### config.mk
export PLATFORM = sky130hd
export DESIGN_NAME = exmem
export DESIGN_NICKNAME = d
export VERILOG_FILES = /design/src/rtl/exmem_pkg.sv /design/src/rtl/exmem_store_align.sv /design/src/rtl/exmem.sv
export SDC_FILE = /design/constraint.sdc
export NUM_CORES = 1
export LEC_CHECK = 0
export ABC_CLOCK_PERIOD_IN_PS = 800
export BUFFER_PORTS_ARGS = -buffer_cell sky130_fd_sc_hd__buf_2
export CAP_MARGIN = 20
export CORE_ASPECT_RATIO = 1.5
export CORE_MARGIN = 4
export CORE_UTILIZATION = 43
export DETAILED_ROUTE_END_ITERATION = 8
export PLACE_DENSITY_LB_ADDON = 0.15
export SYNTH_ARGS = -nofsm -noshare
export SYNTH_HDL_FRONTEND = slang
export SYNTH_SLANG_ARGS = --single-unit
### constraint.sdc
create_clock -name clk -period 0.8 [get_ports clk]
set_input_delay 0.2 -clock clk [delete_from_list [all_inputs] [get_ports clk]]
set_output_delay 0.2 -clock clk [all_outputs]
set_load 0.01 [all_outputs]
### src/rtl/exmem_pkg.sv
// Shared core definitions for the memory-op field (also used by IDEX decode):
// field positions, size encodings and the no-op constant.
package exmem_pkg;

  localparam int MEM_OP_W     = 4;
  localparam int MOP_STORE    = 3;
  localparam int MOP_UNSIGNED = 2;

  typedef enum logic [1:0] {
    SZ_NONE = 2'd0,
    SZ_BYTE = 2'd1,
    SZ_HALF = 2'd2,
    SZ_WORD = 2'd3
  } mem_size_e;

  localparam logic [MEM_OP_W-1:0] MEM_OP_NOP = '0;

  function automatic mem_size_e mop_size(input logic [MEM_OP_W-1:0] op);
    return mem_size_e'(op[1:0]);
  endfunction

  function automatic logic mop_is_store(input logic [MEM_OP_W-1:0] op);
    return op[MOP_STORE];
  endfunction

  function automatic logic mop_is_unsigned(input logic [MEM_OP_W-1:0] op);
    return op[MOP_UNSIGNED];
  endfunction

endpackage

### src/rtl/exmem_store_align.sv
// Combinational store lane alignment: byte strobes, replicated store data
// and the address-misalignment flag for the EX/MEM boundary.
module store_align
  import exmem_pkg::*;
#(
  parameter int WordSize = 32
) (
  input  logic                valid,
  input  logic                is_store,
  input  mem_size_e           size,
  input  logic [1:0]          addr_lo,
  input  logic [WordSize-1:0] rs2d,
  output logic [WordSize-1:0] store_data,
  output logic [3:0]          byte_en,
  output logic                misaligned
);

  always_comb begin
    store_data = rs2d;
    byte_en    = 4'b0000;
    misaligned = valid && (((size == SZ_HALF) && addr_lo[0]) ||
                           ((size == SZ_WORD) && (addr_lo != 2'b00)));

    case (size)
      SZ_BYTE: store_data = {(WordSize/8){rs2d[7:0]}};
      SZ_HALF: store_data = {(WordSize/16){rs2d[15:0]}};
      default: store_data = rs2d;
    endcase

    // Strobes only for real, aligned stores; loads never write memory.
    if (valid && is_store && !misaligned) begin
      case (size)
        SZ_BYTE: byte_en = 4'b0001 << addr_lo;
        SZ_HALF: byte_en = 4'b0011 << addr_lo;
        SZ_WORD: byte_en = 4'b1111;
        default: byte_en = 4'b0000;
      endcase
    end
  end

endmodule

### src/rtl/exmem.sv
// EX/MEM pipeline register: captures the EX result, aligns store data,
// and emits a one-cycle fetch redirect for taken branches.
module exmem
  import exmem_pkg::*;
#(
  parameter int WordSize = 32
) (
  input  logic                clk,
  input  logic                rstn,
  input  logic                stall,
  input  logic                flush,
  input  logic                valid_in,
  input  logic [WordSize-1:0] alu_out_in,
  input  logic [WordSize-1:0] rs2d_in,
  input  logic [4:0]          rdn_in,
  input  logic [3:0]          mem_op_in,
  input  logic                branch_taken_in,
  input  logic [WordSize-1:0] branch_addr_in,
  input  logic [WordSize-1:0] pc_in,
  output logic                valid,
  output logic [WordSize-1:0] alu_out,
  output logic [3:0]          mem_op,
  output logic [4:0]          rdn,
  output logic [WordSize-1:0] link,
  output logic [WordSize-1:0] store_data,
  output logic [3:0]          byte_en,
  output logic                redirect,
  output logic [WordSize-1:0] redirect_addr,
  output logic                misaligned
);

  logic [WordSize-1:0] store_data_p0;
  logic [3:0]          byte_en_p0;
  logic                misaligned_p0;
  logic                capture_p0;

  logic                valid_p1;
  logic [WordSize-1:0] alu_out_p1;
  logic [3:0]          mem_op_p1;
  logic [4:0]          rdn_p1;
  logic [WordSize-1:0] link_p1;
  logic [WordSize-1:0] store_data_p1;
  logic [3:0]          byte_en_p1;
  logic                redirect_p1;
  logic [WordSize-1:0] redirect_addr_p1;
  logic                misaligned_p1;

  store_align #(.WordSize(WordSize)) u_store_align (
    .valid      (valid_in),
    .is_store   (mop_is_store(mem_op_in)),
    .size       (mop_size(mem_op_in)),
    .addr_lo    (alu_out_in[1:0]),
    .rs2d       (rs2d_in),
    .store_data (store_data_p0),
    .byte_en    (byte_en_p0),
    .misaligned (misaligned_p0)
  );

  assign capture_p0 = !stall && !flush;

  // ---- p0 -> p1 stage boundary ----
  always_ff @(posedge clk or negedge rstn) begin
    if (!rstn) begin
      valid_p1         <= 1'b0;
      alu_out_p1       <= '0;
      mem_op_p1        <= MEM_OP_NOP;
      rdn_p1           <= '0;
      link_p1          <= '0;
      store_data_p1    <= '0;
      byte_en_p1       <= '0;
      redirect_p1      <= 1'b0;
      redirect_addr_p1 <= '0;
      misaligned_p1    <= 1'b0;
    end else begin
      // Redirect is a pulse: any non-capturing edge drops it, so a held
      // branch cannot fire twice.
      redirect_p1 <= capture_p0 && valid_in && branch_taken_in;
      if (flush) begin
        valid_p1      <= 1'b0;
        mem_op_p1     <= MEM_OP_NOP;
        rdn_p1        <= '0;
        byte_en_p1    <= '0;
        misaligned_p1 <= 1'b0;
      end else if (!stall) begin
        valid_p1         <= valid_in;
        alu_out_p1       <= alu_out_in;
        mem_op_p1        <= (valid_in && !misaligned_p0) ? mem_op_in : MEM_OP_NOP;
        rdn_p1           <= valid_in ? rdn_in : 5'd0;
        link_p1          <= pc_in + WordSize'(4);
        store_data_p1    <= store_data_p0;
        byte_en_p1       <= byte_en_p0;
        redirect_addr_p1 <= branch_addr_in;
        misaligned_p1    <= misaligned_p0;
      end
    end
  end

  assign valid         = valid_p1;
  assign alu_out       = alu_out_p1;
  assign mem_op        = mem_op_p1;
  assign rdn           = rdn_p1;
  assign link          = link_p1;
  assign store_data    = store_data_p1;
  assign byte_en       = byte_en_p1;
  assign redirect      = redirect_p1;
  assign redirect_addr = redirect_addr_p1;
  assign misaligned    = misaligned_p1;

endmodule

-- Word-level counts from Yosys, hierarchy flattened
Cells that the tools add are included.
- bits in latches: 0
- bits in read-only memories: 0
- input port bits: 143
- logic and storage cells: 49
- bits in writable memories: 0
- memories: 0
- bits in registers: 144
- output and inout bits: 144
- magnitude comparators: 0
- div/mod/pow operators: 0
- add/sub/neg operators: 1
- shift operators: 2
- reductions and logical operators: 15
- $mul: 0
- multiplexer cells: 15
- equality and inequality tests: 4
- bitwise operators: 2
- operators by type and width (operator ; number):
    $pmux W32 S2 ; 1
    $add A32 B3 Y32 const B ; 1
    $mux W4 ; 6
    $mux W5 ; 3
    $pmux W4 S3 ; 1
    $logic_and A1 B1 Y1 ; 9
    $eq A2 B2 Y1 const B ; 2
    $mux W1 ; 4
    $shl A1 B2 Y4 const A ; 1
    $shl A2 B2 Y4 const A ; 1
    $logic_not A1 Y1 ; 3
    $eq A2 B1 Y1 const B ; 1
    $ne A2 B1 Y1 const B ; 1
    $not A1 Y1 ; 2
    $reduce_and A2 Y1 ; 1
    $reduce_bool A2 Y1 ; 1
    $logic_or A1 B1 Y1 ; 1

-- Longest topological paths before layout
- depth in word-level cells: 9
- mapped depth: 7
- mapped depth without buffers: 6

-- Modules after synthesis
From an unflattened synthesis, not the netlist that was laid out.
- cells, all modules: 566
- area total of the unflattened synthesis: 6597.6 sq um
- modules (own cells, without submodules) (module ; sequential area each (sq um) ; times used ; cells an instance ; area each (sq um)):
    exmem ; 3603.5 ; 1 ; 468 ; 5995.8
    store_align ; 0.0 ; 1 ; 98 ; 601.8

-- Least setup slack after synthesis
Ideal clock, no wire load.
- kind: input to register
- start: in pc_in[2]
- end: reg link_p1[26], in the netlist link[26]
- library setup time: 0.082 ns
- data required time: 0.718 ns
- path buffers: 1
- path slack: -0.699 ns
- data arrival time: 1.417 ns
- cell stages on the path: 6
- cell sequence: ha_1 > and3_1 > clkbuf_2 > nand2_1 > or4_1 > a31oi_1
- longest elaborated chain between the ends: 1
- ends and longest elaborated chain (item ; RTL line ; source):
    start: declaration ; exmem.sv:19 ; input logic [WordSize-1:0] pc_in,
    $add A32 B3 Y32 ; exmem.sv:89 ; link_p1 <= pc_in + WordSize'(4);
    end signal: assignment ; exmem.sv:89 ;
    end: declaration ; exmem.sv:41 ; logic [WordSize-1:0] link_p1;
Every way passes these cells.
A chain may end at the register's enable or synchronous reset.

-- Final worst setup path
- start: reg redirect_addr_p1[17], in the netlist redirect_addr[17]
- end: out redirect_addr[17]
- RTL lines (item ; RTL line ; source):
    start: declaration ; exmem.sv:45 ; logic [WordSize-1:0] redirect_addr_p1;
    start signal: assignment ; exmem.sv:92 ; redirect_addr_p1 <= branch_addr_in;
    end: declaration ; exmem.sv:28 ; output logic [WordSize-1:0] redirect_addr,
No word-level cell between the ends.

==> results.toml <==
[die]
die_h_um = 156.0
floorplan.core_area_um2 = 14190
pin_count = 287
horiz_die_dim_um = 106.7
site_rows = 53
initial_utilization = 0.4425
die_area_um2 = 16640

[drt]
remaining_drc_errors = 0
vias = 7217
drt-wirelength-per-cell_um = 17.85
drt.antenna.violating_nets = 0
drt_pass1_iterations = 5
drt_first_iter_violations = 472
route.detailed.vias_per_inst = 5.082
wl_um = 25350

[pwr]
power.ir.vdd_worst_mv = 1.336
power_w = 0.02249
switching_share = 0.2941
power_density_nw_per_um2 = 1933
combinational_share_of_power = 0.257
sequentialPowerShare = 0.389
clockPowerShare = 0.354
power.net_switching_w = 0.006613
internal_power_w = 0.01587
total_leakage_power_nw = 5.943

[grt]
grt_use_total = 0.2620
number_of_global_route_vias_before_repair = 6951
initial_antenna_violation_count = 4
grt_start_max_net_pins = 41
global_route_wire_length_before_repair_um = 34770
grt-ovfl-total = 0

[timing]
finClkSkew_ns = 0
layout_setup_ws_ns = -0.3853
setup_viol_count_final = 201
clock.fmax_ghz = 0.8437
finalHoldViolations = 0
finalCritPeriodShare = 1.482
worstMarginPinSlew_ns = 0.3966
relSlewSlack = 0.7344
final_max_slew_viols = 0
rsz_0062_raised_after_global_routing = "yes"
fin_crit_ns = 1.185
totalNegativeSetupSlack_ns = -54.09

[clocking]
ctsLongestPathBuffers = 2
cts_max_level = 4
clock_tree_from_tritoncts = "done"
cts_sinks = 144
clkSlewWorstSetupHoldPaths_ns = 0.07
root_buffer = "sky130_fd_sc_hd__clkbuf_16"
clock_buffer_count_from_cts = 17
clk_latency_ns = 0.40

[worst_setup_path]
critical_path_peak_fanout = 2
worst_path_max_delay_cell = "sky130_fd_sc_hd__dfrtp_1"
endpoint_required_time_on_the_critical_path_ns = 0.60
worst_setup_path_start_kind = "register"
critical_path_sink_type = "primary output"
reg2reg_depth = 4
cp_cell_sequence = "buf_2"
cp.buffers_inverters = 1
path_class = "reg2out"
cp_slowest_stage_delay_ns = 0.42
critical_path_cell_count = 1
timing.critical_path.max_delay_family = "flip-flops"
critical_path_arrival_ns = 0.99

[yosys]
synth.cell_area_um2 = 6280
ys_types = 33
synth-warning-count = 0
count_of_flip_flops_with_a_built_in_enable_after_synthesis = 0
synth_fp_nets = 848
synth.avg_cell_area_um2 = 8.971
async_flop_share = 1.000
synth-seq-cells = 144
ys_dominant_reg_cell = "sky130_fd_sc_hd__dfrtp_1"
syn-instance-count = 700
synth.yosys.seq_area_share = 0.5738

[run]
cap_violations = 0

[placement]
place.port_buffers = 286
hpwl_dp_um = 14780
placer_congestion = 0.8743

[worst_hold_path]
hold_path_class = "in2reg"
worst_hold_path_stage_count = 3

[layout]
area_growth_syn_to_layout_pct = 85.28
final_common_cell = "sky130_fd_sc_hd__nand2_1"
fillerInstances = 798
layout.cells.most_common_list = "sky130_fd_sc_hd__nand2_1 (256), sky130_fd_sc_hd__buf_2 (206), sky130_fd_sc_hd__dfrtp_1 (144)"
design.final.nets = 1361
post_route_cells_drive_above_1_share = 0.4666
post-route-util = 0.8199

[run_status]
failing_checks = "negative setup slack"
status = "complete, but fails checks"
==> area by class of cell <==
type                       instances  area (µm²)  share of cell area
antenna                            2       5.005           0.0004302
clock buffer                      18       429.2             0.03689
clock inverter                    14       156.4             0.01344
tap                              192       240.2             0.02065
inverter                           7       46.29            0.003979
multi-input combinational        509        2864              0.2462
timing repair buffer             534        4290              0.3687
sequential                       144        3603              0.3097
==> power by group through the flow <==
stage | combinational (W) | sequential [W] | clock (W)
after floorplan | 0.00141 | 0.00917 | 0
after global placement | 0.00402 | 0.00871 | 0
after detailed placement | 0.00409 | 0.00872 | 0
after CTS | 0.00494 | 0.00864 | 0.00800
after global routing | 0.00620 | 0.00883 | 0.00843
final | 0.00578 | 0.00875 | 0.00795
==> final timing paths <==
path | to | slack, ns | start
worst min register to register | alu_out[2] | 0.46 | alu_out[2]
min in group asynchronous | redirect_addr[29] | 0.19 | rstn
worst max register to register | store_data[8] | -0.07 | store_data[8]
worst max-delay path | redirect_addr[17] | -0.39 | redirect_addr[17]
max in group asynchronous | store_data[18] | 0.14 | rstn
worst min-delay path | store_data[28] | 0.03 | rs2d_in[28]
==> flip-flops by register name, indices dropped and copies added, names as in the netlist <==
| signal | cells |
|---|---|
| alu_out | 32 |
| byte_en | 4 |
| link | 32 |
| mem_op | 4 |
| misaligned | 1 |
| rdn | 5 |
| redirect | 1 |
| redirect_addr | 32 |
| store_data | 32 |
| valid | 1 |
==> Yosys cell counts, drive strengths merged, types with 2 or more instances <==
cell type | count | area, µm²
a21oi | 30 | 150.1
a221oi | 8 | 70.07
a22o | 12 | 105.1
a22oi | 2 | 15.01
a31oi | 17 | 106.4
and3 | 5 | 31.28
and4 | 7 | 61.31
buf | 10 | 55.05
clkbuf | 31 | 117.6
dfrtp | 144 | 3603
ha | 5 | 62.56
inv | 7 | 26.28
nand2 | 263 | 987.2
nand2b | 9 | 56.30
nand3 | 9 | 45.04
nand4 | 10 | 77.57
nor2 | 60 | 225.2
nor2b | 2 | 12.51
o21ai | 24 | 120.1
o31ai | 11 | 82.58
or2 | 3 | 18.77
or3 | 2 | 12.51
or4 | 11 | 82.58
xnor2 | 4 | 35.03
xor2 | 10 | 87.58
==> through the flow <==
step | hold slack [ns] | instance area, µm² | instances | worst slack (ns)
after floorplan | -0.09559 | 6720 | 700 | -0.6403
after global placement | 0.04110 | 8954 | 1244 | -0.7704
after detailed placement | 0.03983 | 8954 | 1244 | -0.8250
after CTS | 0.001667 | 10960 | 1372 | -0.3730
after global routing | 0.03025 | 11630 | 1420 | -0.4045
final | 0.02848 | 11630 | 1420 | -0.3853
==> per-layer routing <==
layer / track usage / part of all wire / vias up
li1: - / - / 3362
met1: 0.2958 / 0.36 / 3474
met2: 0.4727 / 0.53 / 311
met3: 0.08075 / 0.079 / 66
met4: 0.07922 / 0.031 / 4
met5: 0 / 0.00083 / -
==> timing repair <==
item,CTS,global route
endpoints found under the setup margin,233,213
buffers inserted,34,52
gates cloned,1,1
hold endpoints to repair,205,0
resized for setup,107,68
hold buffers,62,0
pin swaps,46,35
==> kinds of logic (layout without fill, tap and decap cells) <==
kind of cell / count (synthesis) / count (layout) / share of synthesized area
AO/OA/AOI/OAI: 104 / 104 / 0.1034
XOR/XNOR: 14 / 14 / 0.01952
adder cells (fa/ha/maj): 5 / 5 / 0.009962
buffers and inverters: 48 / 573 / 0.03168
flip-flops: 144 / 144 / 0.5738
multiplexers: 1 / 1 / 0.001594
other: 0 / 2 / 0
AND/OR/NAND/NOR: 384 / 385 / 0.2600
Note: power is estimated with default switching activity, not from simulation.
